**config.mk**
```make
export PLATFORM = sky130hd
export DESIGN_NAME = fir_mem_ctrl
export DESIGN_NICKNAME = d
export VERILOG_FILES = /design/src/rtl/fir_pkg.sv /design/src/rtl/fir_tap_addr_gen.sv /design/src/rtl/fir_mem_ctrl.sv
export SDC_FILE = /design/constraint.sdc
export NUM_CORES = 1
export LEC_CHECK = 0
export CAP_MARGIN = 25
export CORE_MARGIN = 1.5
export CORE_UTILIZATION = 53
export CTS_CLUSTER_SIZE = 8
export DETAILED_ROUTE_END_ITERATION = 6
export PLACE_DENSITY = 0.85
export SYNTH_ARGS = -nofsm -noshare
export SYNTH_HDL_FRONTEND = slang
export SYNTH_HIERARCHICAL = 1
export SYNTH_SLANG_ARGS = --single-unit
```
**constraint.sdc**
```tcl
create_clock -name CLK -period 5.75 [get_ports CLK]
set_input_delay 0.8625 -clock CLK [delete_from_list [all_inputs] [get_ports CLK]]
set_output_delay 0.8625 -clock CLK [all_outputs]
set_load 0.1 [all_outputs]
```
**src/rtl/fir_pkg.sv**
```systemverilog
// Shared definitions for the FIR sample-history controller: default sizes,
// controller state encoding and the active-low SRAM strobe levels.
package fir_pkg;

  localparam int DW_DEF    = 16;
  localparam int AW_DEF    = 6;
  localparam int NTAPS_DEF = 16;

  typedef enum logic [2:0] {
    ST_CLEAR,
    ST_IDLE,
    ST_WRITE,
    ST_READ,
    ST_DRAIN
  } state_e;

  // SRAM strobes are active-low.
  localparam logic CEN_ACTIVE = 1'b0;
  localparam logic CEN_IDLE   = 1'b1;
  localparam logic WEN_WRITE  = 1'b0;
  localparam logic WEN_READ   = 1'b1;

endpackage

```
**src/rtl/fir_tap_addr_gen.sv**
```systemverilog
// Modulo-NTAPS down-counter walking the history buffer from the newest
// sample to the oldest; flags the final tap of the walk.
module fir_tap_addr_gen
  import fir_pkg::*;
#(
  parameter int AW    = AW_DEF,
  parameter int NTAPS = NTAPS_DEF
) (
  input  logic          CLK,
  input  logic          RSTN,
  input  logic          load_i,
  input  logic [AW-1:0] load_addr_i,
  input  logic          dec_i,
  output logic [AW-1:0] next_addr_o,
  output logic          last_o
);

  localparam logic [AW-1:0] ADDR_MAX = AW'(NTAPS - 1);

  logic [AW-1:0] addr_q, addr_d;
  logic [AW-1:0] idx_q, idx_d;

  // NOTE: every signal written in always_comb gets a default first, so no
  // path leaves it unassigned and no latch is inferred.
  always_comb begin
    next_addr_o = (addr_q == '0) ? ADDR_MAX : addr_q - 1'b1;
    last_o      = (idx_q == ADDR_MAX);
    addr_d      = addr_q;
    idx_d       = idx_q;
    if (load_i) begin
      addr_d = load_addr_i;
      idx_d  = '0;
    end else if (dec_i) begin
      addr_d = next_addr_o;
      idx_d  = idx_q + 1'b1;
    end
  end

  // NOTE: state is updated with non-blocking assignments so every register
  // samples the pre-edge values regardless of statement order.
  always_ff @(posedge CLK) begin
    if (!RSTN) begin
      addr_q <= '0;
      idx_q  <= '0;
    end else begin
      addr_q <= addr_d;
      idx_q  <= idx_d;
    end
  end

endmodule

```
**src/rtl/fir_mem_ctrl.sv**
```systemverilog
// Single-port SRAM initiator for the FIR: writes each sample into a circular
// history and replays the NTAPS newest samples, newest first, to the MAC.
module fir_mem_ctrl
  import fir_pkg::*;
#(
  parameter int DW    = DW_DEF,
  parameter int AW    = AW_DEF,
  parameter int NTAPS = NTAPS_DEF
) (
  input  logic          CLK,
  input  logic          RSTN,
  input  logic          in_valid,
  output logic          in_ready,
  input  logic [DW-1:0] in_data,
  output logic          out_valid,
  output logic [DW-1:0] out_data,
  output logic          out_last,
  output logic          MEM_CEN,
  output logic          MEM_WEN,
  output logic [AW-1:0] MEM_A,
  output logic [DW-1:0] MEM_D,
  input  logic [DW-1:0] MEM_Q
);

  localparam int              CW       = AW + 1;
  localparam logic [CW-1:0]   CLR_END  = CW'(NTAPS);
  localparam logic [AW-1:0]   PTR_MAX  = AW'(NTAPS - 1);

  state_e        state_q;
  logic [AW-1:0] wr_ptr_q;
  logic [CW-1:0] clr_cnt_q;
  logic          in_ready_q;
  logic          out_valid_q;
  logic          out_last_q;
  logic          mem_cen_q;
  logic          mem_wen_q;
  logic [AW-1:0] mem_a_q;
  logic [DW-1:0] mem_d_q;

  logic          gen_load;
  logic          gen_dec;
  logic [AW-1:0] gen_next;
  logic          gen_last;

  assign gen_load = (state_q == ST_WRITE);
  assign gen_dec  = (state_q == ST_READ) && !gen_last;

  fir_tap_addr_gen #(
    .AW    (AW),
    .NTAPS (NTAPS)
  ) u_tap_addr_gen (
    .CLK         (CLK),
    .RSTN        (RSTN),
    .load_i      (gen_load),
    .load_addr_i (wr_ptr_q),
    .dec_i       (gen_dec),
    .next_addr_o (gen_next),
    .last_o      (gen_last)
  );

  always_ff @(posedge CLK) begin
    if (!RSTN) begin
      state_q     <= ST_CLEAR;
      wr_ptr_q    <= '0;
      clr_cnt_q   <= '0;
      in_ready_q  <= 1'b0;
      out_valid_q <= 1'b0;
      out_last_q  <= 1'b0;
      mem_cen_q   <= CEN_IDLE;
      mem_wen_q   <= WEN_READ;
      mem_a_q     <= '0;
      mem_d_q     <= '0;
    end else begin
      case (state_q)
        // NOTE: the SRAM array itself has no reset; the history is zeroed by
        // walking every used address with explicit writes.
        ST_CLEAR: begin
          if (clr_cnt_q == CLR_END) begin
            mem_cen_q  <= CEN_IDLE;
            mem_wen_q  <= WEN_READ;
            mem_a_q    <= '0;
            in_ready_q <= 1'b1;
            state_q    <= ST_IDLE;
          end else begin
            mem_cen_q <= CEN_ACTIVE;
            mem_wen_q <= WEN_WRITE;
            mem_a_q   <= clr_cnt_q[AW-1:0];
            mem_d_q   <= '0;
            clr_cnt_q <= clr_cnt_q + 1'b1;
          end
        end
        ST_IDLE: begin
          if (in_valid && in_ready_q) begin
            mem_cen_q  <= CEN_ACTIVE;
            mem_wen_q  <= WEN_WRITE;
            mem_a_q    <= wr_ptr_q;
            mem_d_q    <= in_data;
            in_ready_q <= 1'b0;
            state_q    <= ST_WRITE;
          end
        end
        ST_WRITE: begin
          // Tap 0 reads back the slot just written; the SRAM returns new data.
          mem_cen_q <= CEN_ACTIVE;
          mem_wen_q <= WEN_READ;
          mem_a_q   <= wr_ptr_q;
          state_q   <= ST_READ;
        end
        ST_READ: begin
          out_valid_q <= 1'b1;
          out_last_q  <= gen_last;
          if (gen_last) begin
            mem_cen_q <= CEN_IDLE;
            state_q   <= ST_DRAIN;
          end else begin
            mem_a_q <= gen_next;
          end
        end
        ST_DRAIN: begin
          out_valid_q <= 1'b0;
          out_last_q  <= 1'b0;
          wr_ptr_q    <= (wr_ptr_q == PTR_MAX) ? '0 : wr_ptr_q + 1'b1;
          in_ready_q  <= 1'b1;
          state_q     <= ST_IDLE;
        end
        default: state_q <= ST_CLEAR;
      endcase
    end
  end

  assign in_ready  = in_ready_q;
  assign out_valid = out_valid_q;
  assign out_last  = out_last_q;
  assign out_data  = MEM_Q;
  assign MEM_CEN   = mem_cen_q;
  assign MEM_WEN   = mem_wen_q;
  assign MEM_A     = mem_a_q;
  assign MEM_D     = mem_d_q;

endmodule

```
### Word level (Yosys, flattened, before mapping)

Cells that the tools add are included.

* logic and storage cells: 73
* bits of input ports: 35
* register bits after elaboration: 55

* multiplexer cells: 24
* reductions and logical operators: 19
* equal/unequal tests: 12
* add/sub/neg operators: 4
* bitwise logic cells: 2

Operators with widths (number)
* 2-to-1 mux 6 bit: 7
* 2-to-1 mux 16 bit: 2
* one-hot mux 16 bit (2 select lines): 1
* one-hot mux 6 bit (4 select lines): 1
* one-hot mux 3 bit (5 select lines): 1
* AND reduction 3 bit: 5
* adder 6 x 1 -> 6 bit (second input constant): 2
* equality test 6 x 4 -> 1 bit (second input constant): 2
* != test 2 bit (second input constant): 5
* 2-to-1 mux 3 bit: 3
* adder 7 x 1 -> 7 bit (second input constant): 1
* equality test 7 x 5 -> 1 bit (second input constant): 1
* equality test 3 x 2 -> 1 bit (second input constant): 2
* logical NOT 6 bit: 1
* one-hot mux 1 bit (3 select lines): 2
* nonzero test 2 bit: 3
* nonzero test 3 bit: 2
* subtractor 6 x 1 -> 6 bit (second input constant): 1
* 2-to-1 mux 1 bit: 4
* one-hot mux 1 bit (2 select lines): 2
* one-hot mux 1 bit (4 select lines): 1
* AND reduction 2 bit: 2
* nonzero test 4 bit: 1
* equality test 3 x 1 -> 1 bit (second input constant): 1
* 6 further kinds: 8

### Depth between registers and ports, before layout

* word-level depth: 5
* gate-level depth with buffers: 9
* depth with buffers taken out: 9

### By module

The synthesis kept the hierarchy.

Modules (own cells, without submodules)
* fir_mem_ctrl: cells each 275, area an instance 2351.0 um^2, seq. area each 860.8 um^2, times used 1
* fir_tap_addr_gen: cells each 89, area an instance 735.7 um^2, seq. area each 240.2 um^2, times used 1

### Least setup slack after synthesis

Ideal clock, no wire load.

* path kind: reg2reg
* start: register in_ready_q (netlist: in_ready)
* end: register mem_d_q[5] (netlist: MEM_D[5])
* required time: 5.679 ns
* setup time: 0.071 ns
* path buffers: 1
* arrival time: 2.036 ns
* cell stages (with the launch flop): 6
* setup slack: 3.643 ns
* period minus slack after synthesis: 2.107 ns
* path through: dfxtp_1 > nand4b_2 > buf_2 > nor3b_1 > o21ai_0 > a21oi_4

* cells in the longest elaborated chain, start to end: 3

Ends and longest elaborated chain
* start: declaration: RTL line fir_mem_ctrl.sv:32 `logic in_ready_q;`
* start signal: assignment: RTL line fir_mem_ctrl.sv:66 `in_ready_q <= 1'b0;`
* start signal: assignment: RTL line fir_mem_ctrl.sv:82 `in_ready_q <= 1'b1;`
* start signal: assignment: RTL line fir_mem_ctrl.sv:98 `in_ready_q <= 1'b0;`
* logical AND 1 bit: RTL line fir_mem_ctrl.sv:93 `if (in_valid && in_ready_q) begin`
* != test 2 bit (no line)
* AND reduction 3 bit (no line)
* end signal: assignment: RTL line fir_mem_ctrl.sv:97 `mem_d_q <= in_data;`
* end: declaration: RTL line fir_mem_ctrl.sv:38 `logic [DW-1:0] mem_d_q;`

Every way passes these cells.
A chain may end at the register's enable or synchronous reset.

### Worst setup path after layout

* start: register in_ready_q (netlist: in_ready)
* end: output port in_ready

RTL lines
* end: declaration: RTL line fir_mem_ctrl.sv:13 `output logic in_ready,`

No word-level cell between the ends.

==> metrics.txt <==
status=completed; # IOs=78; final setup fails=0; top cell type's share of synthesized area=0.357; clk_skew=11.5 ps; Max stage delay cell, worst path=clkdlybuf4s50_1; Yosys cell types=57; Initial Utilization=0.554; Synth Instances=364; post-synthesis cell area=3090 um^2; predominant post-synthesis flop cell=dfxtp_1; gr usage total=0.225; CP Max Fanout=4; via count=2546; Worst setup EP type=primary output; actual slew at the worst max-slew pin=1010 ps; DR pass1 iterations=4; commonest non-fill, non-tap cells in the layout=dfxtp_1, clkdlybuf4s50_1, nor2_1; root buf cell=clkbuf_8; crit path cell chain=clkdlybuf4s50_1; Avg Cell Area, Syn=8.48 um^2; maximum number of pins on one net before global-route repair=51; commonest non-fill, non-tap cell in the layout=dfxtp_1; Die Ht=79.3 um; Seq/Total Area, Yosys=0.357; Final #Nets=421; CTS Sinks=55; asr flop ratio synth=0; DR WL/cell=14.7 um; Leakage=1.15 nW; Synth warnings=6; Hold Buf Count CTS=0; post-route ant nets=0; crit-path max cell delay=1170 ps; Hold Crit Start=MEM_WEN$_SDFFE_PN1P_; initial antenna violation count=0; Clock Latency Late Sink=320 ps; TritonCTS clock tree=built; vias in the first global route=2396; Hold/Removal Path Class=reg -> reg; Final Hold Vio Count=0; CP Class=reg -> out; Worst Path Buf+Inv=1; Clock Path Buffers=2; Max-cap violations=0; cts repair resizes=0; DRC errors left=0; initial drt markers=101; die area=6290 um^2; Die X=79.3 um; Min Clock Period, post-route=2770 ps; Layout area overhead=14.1%; RSZ-0062 raised after global routing=no; row count=27; FILL cells=465; global placement routability congestion=0.827; CP Launch Point=in_ready$_SDFFE_PN0P_; Max Clock Freq=361 MHz; Post-CTS Setup Inserts=0; DR vias/cell=5.62; Final Power=0.706 mW; Synth area leaders=dfxtp_1, nor3b_1, o21ai_0; PD cells=200 nW/um^2; hpwl dp=4630 um; Synth Register Bits=55; number of port buffers=45; Final period util=0.482; placed cells=445; CP required=4890 ps; Core ar.=5570 um^2; Synth area leader=dfxtp_1; first-pass GRT wire length=11200 um; worst vdd ir=0.000144 V; wirelength, routed=6660 um; total CTS buffers=5; Worst R2R Start=state_q[0]$_SDFFE_PN0P_; Pins Over Slew Limit=0; fraction of layout cells with a size suffix above 1=0.0814; Non-Filler Instances=453; total negative setup slack=0 ps; Clock transition at path regs=110 ps; critical path data arrival time=1910 ps; Startpoint Class=register; hold_ws=489 ps; # H-tree levels=2; syn_nets=405; kind of cell adding the most delay to the critical path=buffers and inverters; grt total ovfl=0; Rel. slew slack=0.326; diode count=0; number of synthesized flops with an enable pin=0
synthesized netlist by cell type (2+ instances only):
cell      count
o21ai_0      29
a21oi_4       2
buf_2         7
a211oi_1      4
nand3_1       4
o31ai_1       3
nor3_1        8
dfxtp_1      55
a21boi_0      2
mux2i_1      10
buf_1         2
nor2b_1       5
or3_1         2
and2_1       11
a31oi_1       9
nor3b_1      20
buf_4        16
xor2_1        5
xnor2_1       9
nand2_1      24
nand2b_1      6
nand4_1       6
clkbuf_1     11
nor4b_1       3
a21oi_2       8
a211o_1       3
a21oi_1      24
a41oi_1       2
o211ai_1      2
nor2_1       32
inv_1         9
ha_1          6
layer usage:
layer | GRT usage | routed length, um | vias up
met1 | 0.294 | 3090 | 1180
met2 | 0.374 | 3120 | 55
met3 | 0.0598 | 368 | 8
met4 | 0.0474 | 76 | 0
li1 | - | - | 1303
met5 | 0 | 0 | -
power breakdown:
group          switching (mW)  internal, mW
combinational          0.0276        0.0225
sequential            0.00401         0.384
clock                   0.136         0.131
worst paths after layout:
| path | depth (start not counted) | slack, ps | endpoint |
|---|---|---|---|
| worst max-delay path | 1 | 2980 | in_ready |
| worst min register to register | 2 | 490 | MEM_WEN$_SDFFE_PN1P_ |
| worst max register to register | 6 | 3360 | u_tap_addr_gen/addr_q[4]$_SDFFE_PN0P_ |
| worst min-delay path | 2 | 490 | MEM_WEN$_SDFFE_PN1P_ |
tightest hold or removal path, stage by stage (launching register included):
cell	delay [ps]
dfxtp_1	330
nand2_1	50
nand3_1	60
per-stage QoR:
stage                     worst slack (ps)  area, um^2   util
after floorplan                       3640        3090      -
after global placement                3230        3410  0.611
after detailed placement              3150        3410  0.611
after CTS                             2970        3520  0.632
after global routing                  2940        3520  0.632
final                                 2980        3520  0.632
area by class of cell:
class                           count  area, um^2  area share
Sequential cell                    55        1100       0.313
Clock inverter                      3        46.3      0.0131
Tap cell                           72        90.1      0.0256
Multi-Input combinational cell    261        1710       0.485
Inverter                            9        33.8     0.00959
Clock buffer                        5        68.8      0.0195
Timing Repair Buffer               48         473       0.134
state kept, by name (all words and copies together), names as in the netlist:
signal and count:
wr_ptr_q 6, out_last 1, in_ready 1, MEM_WEN 1, u_tap_addr_gen/addr_q 6, MEM_D 16
clr_cnt_q 7, out_valid 1, u_tap_addr_gen/idx_q 6, MEM_CEN 1, state_q 3, MEM_A 6
cell families (layout without fill, tap and decap cells):
| logic type | count (synthesis) | in the layout | synth area share |
|---|---|---|---|
| fa+ha+maj | 6 | 6 | 0.0243 |
| compound gates | 95 | 95 | 0.201 |
| flops | 55 | 55 | 0.357 |
| mux | 12 | 12 | 0.0397 |
| xor+xnor | 14 | 14 | 0.0397 |
| simple gates | 134 | 134 | 0.249 |
| buf+inv | 48 | 65 | 0.0896 |
No activity file was read; power rests on OpenSTA's default activity.
